$ cat config.mk
export PLATFORM = sky130hd
export DESIGN_NAME = uc_multiciclo
export DESIGN_NICKNAME = d
export VERILOG_FILES = /design/src/rtl/uc_pkg.sv /design/src/rtl/uc_decoder.sv /design/src/rtl/uc_multiciclo.sv
export SDC_FILE = /design/constraint.sdc
export NUM_CORES = 1
export LEC_CHECK = 0
export CORE_UTILIZATION = 49
export DETAILED_ROUTE_END_ITERATION = 8
export MAX_ROUTING_LAYER = met4
export PLACE_DENSITY = 0.82
export SLEW_MARGIN = 20
export SYNTH_ARGS = -nofsm -noshare
export SYNTH_HDL_FRONTEND = slang
export SYNTH_SLANG_ARGS = --single-unit
$ cat constraint.sdc
create_clock -name clk -period 2.25 [get_ports clk]
set_input_delay 0.45 -clock clk [delete_from_list [all_inputs] [get_ports clk]]
set_output_delay 0.45 -clock clk [all_outputs]
set_load 0.01 [all_outputs]
$ cat src/rtl/uc_pkg.sv
// Shared definitions for the multi-cycle RISC-V control unit: opcodes,
// ALU command encodings, flag positions, FSM states and instruction classes.
package uc_pkg;

  localparam logic [6:0] OP_R      = 7'b0110011;
  localparam logic [6:0] OP_ADDI   = 7'b0010011;
  localparam logic [6:0] OP_LOAD   = 7'b0000011;
  localparam logic [6:0] OP_STORE  = 7'b0100011;
  localparam logic [6:0] OP_BRANCH = 7'b1100011;
  localparam logic [6:0] OP_JAL    = 7'b1101111;
  localparam logic [6:0] OP_AUIPC  = 7'b0010111;

  localparam logic [2:0] F3_BEQ = 3'b000;
  localparam logic [2:0] F3_BNE = 3'b001;

  localparam logic [3:0] ALU_R  = 4'b0000;
  localparam logic [3:0] ALU_I  = 4'b0001;
  localparam logic [3:0] ALU_S  = 4'b0010;
  localparam logic [3:0] ALU_SB = 4'b0011;
  localparam logic [3:0] ALU_U  = 4'b0100;
  localparam logic [3:0] ALU_UJ = 4'b0101;

  localparam int FLAG_ZERO = 0;
  localparam int FLAG_MSB  = 1;
  localparam int FLAG_OVF  = 2;

  typedef enum logic [2:0] {
    IDLE,
    FETCH,
    DECODE,
    EXEC,
    MEM,
    WB,
    HALT
  } state_t;

  typedef enum logic [2:0] {
    CLS_R,
    CLS_ADDI,
    CLS_LOAD,
    CLS_STORE,
    CLS_BEQ,
    CLS_BNE,
    CLS_JAL,
    CLS_AUIPC
  } instr_class_t;

  // ALU command the datapath needs for a given instruction class
  function automatic logic [3:0] alu_cmd_of(instr_class_t c);
    case (c)
      CLS_R:             return ALU_R;
      CLS_ADDI, CLS_LOAD: return ALU_I;
      CLS_STORE:         return ALU_S;
      CLS_BEQ, CLS_BNE:  return ALU_SB;
      CLS_AUIPC:         return ALU_U;
      CLS_JAL:           return ALU_UJ;
      default:           return ALU_R;
    endcase
  endfunction

  // Classes whose second ALU operand is the immediate
  function automatic logic uses_imm(instr_class_t c);
    return (c == CLS_ADDI) || (c == CLS_LOAD) || (c == CLS_STORE) || (c == CLS_AUIPC);
  endfunction

endpackage

$ cat src/rtl/uc_decoder.sv
// Combinational opcode/funct3 classifier; flags anything unsupported as illegal.
module uc_decoder
  import uc_pkg::*;
(
  input  logic [6:0]   opcode,
  input  logic [2:0]   funct3,
  output instr_class_t cls,
  output logic         illegal
);

  // Map the opcode (and funct3 for branches) to an instruction class
  always_comb begin
    cls     = CLS_R;
    illegal = 1'b0;
    case (opcode)
      OP_R:      cls = CLS_R;
      OP_ADDI:   cls = CLS_ADDI;
      OP_LOAD:   cls = CLS_LOAD;
      OP_STORE:  cls = CLS_STORE;
      OP_JAL:    cls = CLS_JAL;
      OP_AUIPC:  cls = CLS_AUIPC;
      OP_BRANCH: begin
        if (funct3 == F3_BEQ)      cls = CLS_BEQ;
        else if (funct3 == F3_BNE) cls = CLS_BNE;
        else                       illegal = 1'b1;
      end
      default:   illegal = 1'b1;
    endcase
  end

endmodule

$ cat src/rtl/uc_multiciclo.sv
// Multi-cycle control unit: sequences FETCH/DECODE/EXEC/MEM/WB, drives the
// datapath strobes, halts on unsupported instructions and counts retirements.
module uc_multiciclo
  import uc_pkg::*;
#(
  parameter int MEM_WAIT = 1,
  parameter int CNT_W    = 32
) (
  input  logic             clk,
  input  logic             reset,
  input  logic             start,
  input  logic [6:0]       opcode,
  input  logic [2:0]       funct3,
  input  logic [3:0]       alu_flags,
  output logic             rf_we,
  output logic             d_mem_we,
  output logic [3:0]       alu_cmd,
  output logic             alu_src,
  output logic             pc_src,
  output logic             rf_src,
  output logic             pc_we,
  output logic             halt,
  output logic             illegal,
  output logic [CNT_W-1:0] instr_count
);

  localparam logic [3:0] MEM_LAST = 4'(MEM_WAIT);

  state_t       state, state_next;
  instr_class_t cls_q, dec_cls;
  logic         dec_illegal;
  logic [3:0]   wait_cnt;
  logic         mem_last;
  logic         zero_flag;
  logic         branch_taken;
  logic         illegal_q;
  logic         unused_flags;

  uc_decoder u_decoder (
    .opcode  (opcode),
    .funct3  (funct3),
    .cls     (dec_cls),
    .illegal (dec_illegal)
  );

  assign mem_last     = (wait_cnt == MEM_LAST);
  assign zero_flag    = alu_flags[FLAG_ZERO];
  assign branch_taken = (cls_q == CLS_BEQ) ? zero_flag : ~zero_flag;
  assign unused_flags = ^{alu_flags[3], alu_flags[FLAG_OVF], alu_flags[FLAG_MSB]};
  assign illegal      = illegal_q;

  // State register
  always_ff @(posedge clk or negedge reset) begin
    if (!reset) state <= IDLE;
    else        state <= state_next;
  end

  // Latch the instruction class in DECODE; remember a halt caused by an illegal op
  always_ff @(posedge clk or negedge reset) begin
    if (!reset) begin
      cls_q     <= CLS_R;
      illegal_q <= 1'b0;
    end else if (state == DECODE) begin
      cls_q <= dec_cls;
      if (dec_illegal) illegal_q <= 1'b1;
    end
  end

  // MEM wait counter: counts up while in MEM, cleared everywhere else
  always_ff @(posedge clk or negedge reset) begin
    if (!reset)                        wait_cnt <= 4'd0;
    else if (state == MEM && !mem_last) wait_cnt <= wait_cnt + 4'd1;
    else                               wait_cnt <= 4'd0;
  end

  // Retired-instruction counter, one increment per PC update
  always_ff @(posedge clk or negedge reset) begin
    if (!reset)     instr_count <= '0;
    else if (pc_we) instr_count <= instr_count + CNT_W'(1);
  end

  // Next-state logic and strobe decoding from state plus latched class
  always_comb begin
    state_next = state;
    rf_we      = 1'b0;
    d_mem_we   = 1'b0;
    alu_cmd    = ALU_R;
    alu_src    = 1'b0;
    pc_src     = 1'b0;
    rf_src     = 1'b0;
    pc_we      = 1'b0;
    halt       = 1'b0;
    case (state)
      IDLE:   if (start) state_next = FETCH;
      FETCH:  state_next = DECODE;
      DECODE: state_next = dec_illegal ? HALT : EXEC;
      EXEC: begin
        alu_cmd = alu_cmd_of(cls_q);
        alu_src = uses_imm(cls_q);
        case (cls_q)
          CLS_BEQ, CLS_BNE: begin
            pc_src     = branch_taken;
            pc_we      = 1'b1;
            state_next = FETCH;
          end
          CLS_JAL: begin
            pc_src     = 1'b1;
            pc_we      = 1'b1;
            state_next = FETCH;
          end
          CLS_LOAD, CLS_STORE: state_next = MEM;
          default:             state_next = WB;
        endcase
      end
      MEM: begin
        alu_cmd = alu_cmd_of(cls_q);
        alu_src = uses_imm(cls_q);
        if (mem_last) begin
          if (cls_q == CLS_STORE) begin
            d_mem_we   = 1'b1;
            pc_we      = 1'b1;
            state_next = FETCH;
          end else begin
            state_next = WB;
          end
        end
      end
      WB: begin
        alu_cmd    = alu_cmd_of(cls_q);
        alu_src    = uses_imm(cls_q);
        rf_we      = 1'b1;
        pc_we      = 1'b1;
        rf_src     = (cls_q == CLS_LOAD);
        state_next = FETCH;
      end
      HALT:    halt = 1'b1;
      default: state_next = IDLE;
    endcase
  end

endmodule

[Word level (Yosys, flattened, before mapping)]
Memories as Yosys holds them, arrays and structs flattened.
Cells that the tools add are included.
Word-level totals
  output and inout port bits: 44
  bits of input ports: 17
  flip-flop bits (word level): 43
  memory bits (writable): 0
  word-level logic and storage cells: 76
  latch bits: 0
  memories: 3
  ROM bits: 72
Operators by class
  multiplexer cells: 26
  $add $sub $neg: 2
  $lt $le $gt $ge: 0
  reductions and logical operators: 14
  eq/ne operators: 24
  multiply operators: 0
  shift operators: 0
  bitwise gates (word level): 2
  div/mod/pow operators: 0
Memories
  (no name shown): depth 8, bits a word 3, read ports 1, clocked after memory_dff 0, wr ports 0, line uc_pkg.sv:50  | case (c)
  (no name shown): depth 8, bits a word 3, read ports 1, clocked after memory_dff 0, wr ports 0, line uc_pkg.sv:50
  (no name shown): depth 8, bits a word 3, read ports 1, clocked after memory_dff 0, wr ports 0, line uc_pkg.sv:50
Operators with widths (count)
  adder 32 x 1 -> 32 bit, second input constant: 1
  == test 3 bit, second input constant: 7
  one-hot mux 3 bit (7 select lines): 1
  two-way mux 3 bit: 6
  one-hot mux 3 bit (6 select lines): 1
  == test 7 x 5 -> 1 bit, second input constant: 2
  == test 7 x 6 -> 1 bit, second input constant: 2
  == test 7 bit, second input constant: 2
  == test 3 x 2 -> 1 bit, second input constant: 4
  two-way mux 1 bit: 12
  one-hot mux 4 bit (3 select lines): 1
  == test 3 x 1 -> 1 bit, second input constant: 3
  == test 7 x 2 -> 1 bit, second input constant: 1
  zero test 3 bit: 2
  one-hot mux 3 bit (2 select lines): 1
  OR reduction 3 bit: 2
  OR reduction 6 bit: 1
  adder 4 x 1 -> 4 bit, second input constant: 1
  == test 4 x 1 -> 1 bit, second input constant: 1
  two-way mux 4 bit: 1
  inequality test 2 bit, second input constant: 2
  one-hot mux 1 bit (2 select lines): 2
  OR reduction 2 bit: 2
  logical OR 1 bit: 3
  6 further kinds: 7

[Logic depth before layout (Yosys ltp)]
  depth after elaboration: 6
  gate-level depth with buffers: 7
  gate-level depth less buffers: 7

[Cells and area by module]
Synthesis repeated with hierarchy kept, for this count alone.
Unflattened totals
  cell total of the unflattened synthesis: 256
  area, all modules: 2585.0 µm²
By module, submodules not included
  uc_multiciclo: cells an instance 237, area an instance 2466.1 µm², times used 1, sequential area each 1076.0 µm²
  uc_decoder: cells an instance 19, area an instance 118.9 µm², times used 1, sequential area each 0.0 µm²

[Worst setup path after synthesis]
No wires, ideal clock.
  kind: reg2reg
  start point: reg cls_q[0]
  end point: reg instr_count[24]
  buffers on the path: 0
  data arrival time: 1.778 ns
  cell stages (with the launch flop): 8
  data required time: 2.123 ns
  clock period less this slack: 1.905 ns
  path slack: 0.345 ns
  path through: dfrtp_1 > inv_1 > ha_1 > o31a_1 > a32o_2 > o2111ai_2 > nor2_1 > xor2_1
Between the ends
  word-level cells in the longest chain between the ends: 4
  elaborated cells on any way between the ends: 9
  those cells by class: eq/ne: 4; mux: 4; reduce/logical: 1
Ends and longest elaborated chain
  start: declaration: line uc_multiciclo.sv:30  | instr_class_t cls_q, dec_cls;
  start signal: assignment: line uc_multiciclo.sv:64  | cls_q <= dec_cls;
  == test 3 bit / == test 3 x 2 -> 1 bit (equally long branches): line uc_multiciclo.sv:100, uc_multiciclo.sv:119
  OR reduction 3 bit (no line) / two-way mux 1 bit (equally long branches)
  two-way mux 1 bit, on equally long branches: line uc_multiciclo.sv:100, uc_multiciclo.sv:118
  one-hot mux 1 bit (3 select lines) (*): line uc_multiciclo.sv:93  | case (state)
  end signal: assignment: line uc_multiciclo.sv:79  | else if (pc_we) instr_count <= instr_count + CNT_W'(1);
  end: declaration: line uc_multiciclo.sv:24  | output logic [CNT_W-1:0] instr_count
Every way passes the cells marked *; elsewhere a longest branch is shown, timed or not.
A chain may end at the register's enable or synchronous reset.

[Worst setup path in the final report]
  start point: reg cls_q[0]
  end point: out pc_we
Between the ends
  word-level cells in the longest chain between the ends: 4
  elaborated cells on any way between the ends: 9
  those cells by class: eq/ne: 4; mux: 4; reduce/logical: 1
Ends and longest elaborated chain
  == test 3 bit / == test 3 x 2 -> 1 bit (equally long branches): line uc_multiciclo.sv:100, uc_multiciclo.sv:119
  OR reduction 3 bit (no line) / two-way mux 1 bit (equally long branches)
  two-way mux 1 bit, on equally long branches: line uc_multiciclo.sv:100, uc_multiciclo.sv:118
  one-hot mux 1 bit (3 select lines) (*): line uc_multiciclo.sv:93
  end: declaration: line uc_multiciclo.sv:21  | output logic pc_we,
Marked as above.

==> results.txt <==
Status: completed
CP max stage delay: 0.38 ns
RSZ-0062 raised after global routing: yes
Syn avg cell area: 9.87 µm²
CP top delay family: compound AO/OA/AOI/OAI gates
Share of power burned in combinational logic: 0.398
Max Fanout on Critical Path: 3
Slowest library cell on the worst path: dfrtp_1
Clock Skews: 0.00689 ns
R2R cell count: 8
Vias in the first global route: 1987
Drt first pass iters: 4
Final min period: 2.24 ns
Most frequent cells in the layout: 47 x clkdlybuf4s50_1, 42 x dfrtp_1, 30 x nor2_1
Post-layout net count: 348
Vias per inst: 5.19
Clk sinks: 43
Worst r2r src: cls_q[0]$_DFFE_PN0N_
Number of distinct library cells after synthesis: 52
# setup viols final: 0
Iter 0 DRT Violations: 100
First-pass GRT wire length: 9000 µm
Post-detailed-route DRC marker count: 0
Layout cell share with drive strength beyond 1: 0.170
Sw Pwr: 917 µW
Design internal power: 1580 µW
Sw Share: 0.367
Grt ovf: 0
Synth Instances: 244
Clock network power share: 0.193
Core area: 4720 µm²
H-tree levels: 2
Final Cycle Share: 0.995
Fin worst setup slack: 0.0123 ns
Slew Limit Fails: 0
Sequential-to-total area share from yosys stat: 0.447
Clock transition at path regs: 0.08 ns
CP startpoint kind: register
Worst Path Buf+Inv: 2
Max Root-Sink Buffers: 2
Leakage: 0.00152 µW
Syn_nets: 269
Placer Congestion: 0.805
Critical path data required time: 1.80 ns
Worst slack, placed: -0.0702 ns
Fill cell count: 390
Diodes inserted: 0
Asr flop ratio synth: 1.00
Seq cells post-synth: 43
Pwr/cell area: 760 nW/µm²
Final Hold Viols: 0
Die Width: 72.1 µm
Tightest Pin Transition: 0.543 ns
Reg2Reg Capture Point: instr_count[17]$_DFFE_PN0P_
DR vias: 2029
Area delta synth->final: 36.6%
Syn Std Cell Area: 2410 µm²
ANT nets after route: 0
Initial core utilization: 0.510
WS Path Type: reg2out
Gr usage total: 0.230
Reg-to-reg slack, setup: 0.13 ns
Port bufs: 56
Min-Delay Path Class: in2async
Worst vdd ir: 0.628 mV
DR WL/cell: 13.5 µm
Crit. End Element: output pin
Crit-path cells: inv_1 > ha_1 > o31a_1 > a32oi_2 > nand2_1 > buf_2
Fmax: 447 MHz
Clock Latency Late Sink: 0.30 ns
DRT Wirelength: 5260 µm
Max-Cap Viols: 0
Die area: 5200 µm²
Hold WS: 0.205 ns
Die height: 72.1 µm
Post-synth EDFFs: 0
Syn. warnings: 0
Clock root buffer: clkbuf_8
Part of the power in registers: 0.409
Antenna violations before repair: 0
Arrival time at the worst endpoint: 1.79 ns
Num CTS Buffers: 5
Post-synth top flop: dfrtp_1
# hold bufs at CTS: 0
Largest net degree at the start of global routing: 44
CTS tree: done
IO Pins: 61
Rows: 25
Slew margin rel.: 0.638
Most common cell after layout, fill and taps aside: clkdlybuf4s50_1
DP Wirelength: 3880 µm
==> state kept, by name, indices dropped and copies added (netlist names) <==
| signal | cells |
|---|---|
| cls_q | 3 |
| wait_cnt | 4 |
| instr_count | 32 |
| state | 3 |
| illegal | 1 |
==> power by group through the flow <==
stage	clock, µW	sequential [µW]	combinational (µW)
after global placement	0	1020	898
after CTS	494	1020	943
after floorplan	0	1030	491
after global routing	523	1040	1100
after detailed placement	0	1030	924
final	482	1020	993
==> repair_timing <==
item                       in CTS  in global routing
pin swaps                       2                  0
setup endpoints to repair       9                  8
setup buffers                   2                  3
gates resized for setup        15                 12
==> per-stage QoR <==
stage | total power (µW) | std cells | utilization | area [µm²] | setup TNS [ns]
after CTS | 2460 | 388 | 0.686 | 3240 | -0.00439
after global routing | 2660 | 391 | 0.696 | 3290 | -0.103
after detailed placement | 1960 | 378 | 0.665 | 3140 | -0.0702
after floorplan | 1520 | 244 | - | 2410 | 0
after global placement | 1920 | 378 | 0.665 | 3140 | -0.0394
final | 2500 | 391 | 0.696 | 3290 | 0
==> metal layers <==
metal / part of all wire / track usage
met4: 0.013 / 0.0654
met5: 0 / -
met2: 0.47 / 0.370
met3: 0.038 / 0.0528
met1: 0.47 / 0.292
==> kinds of logic (layout without fill, tap and decap cells) <==
kind of cell | count (synthesis) | after routing | share of synthesized area
AND/OR/NAND/NOR | 107 | 107 | 0.247
flip-flops | 43 | 43 | 0.447
XOR/XNOR | 34 | 34 | 0.124
AO/OA/AOI/OAI | 31 | 31 | 0.103
buffers and inverters | 19 | 99 | 0.0312
adder cells (fa/ha/maj) | 8 | 8 | 0.0416
other | 1 | 1 | 0.00156
multiplexers | 1 | 1 | 0.00467
==> cell usage after synthesis, types with 3 or more instances <==
cell | number | area [µm²]
a21oi_1 | 4 | 20.0
and2_1 | 3 | 18.8
and3_1 | 5 | 31.3
and4_1 | 4 | 35.0
clkbuf_1 | 3 | 11.3
dfrtp_1 | 43 | 1080
ha_1 | 8 | 100
inv_1 | 14 | 52.6
nand2_1 | 22 | 82.6
nand3_1 | 9 | 45.0
nand4_1 | 5 | 31.3
nor2_1 | 32 | 120
nor2b_1 | 3 | 18.8
o21ai_0 | 8 | 40.0
o31ai_1 | 3 | 22.5
or2_2 | 3 | 18.8
xnor2_1 | 19 | 166
xor2_1 | 15 | 131
==> worst max path at each step <==
| stage | startpoint | end | slack [ns] | cells after the start |
|---|---|---|---|---|
| 4_1_cts | cls_q[1]$_DFFE_PN0N_ | pc_src | -0.004 | 7 |
| 2_1_floorplan | cls_q[0]$_DFFE_PN0N_ | instr_count[24]$_DFFE_PN0P_ | 0.34 | 7 |
| 3_3_place_gp | alu_flags[0] | pc_src | -0.04 | 5 |
| 3_5_place_dp | alu_flags[0] | pc_src | -0.07 | 5 |
| 5_1_grt | cls_q[0]$_DFFE_PN0N_ | pc_we | -0.06 | 6 |
| 6_report | cls_q[0]$_DFFE_PN0N_ | pc_we | 0.01 | 6 |
==> area by class of cell <==
| type | instances | area, µm² | area share |
|---|---|---|---|
| Multi-Input combinational cell | 182 | 1290 | 0.393 |
| Sequential cell | 43 | 1080 | 0.328 |
| Timing Repair Buffer | 76 | 693 | 0.211 |
| Tap cell | 67 | 83.8 | 0.0255 |
| Clock buffer | 6 | 72.6 | 0.0221 |
| Inverter | 15 | 56.3 | 0.0171 |
| Clock inverter | 2 | 12.5 | 0.00380 |
Power figures use the tool's default switching activity.
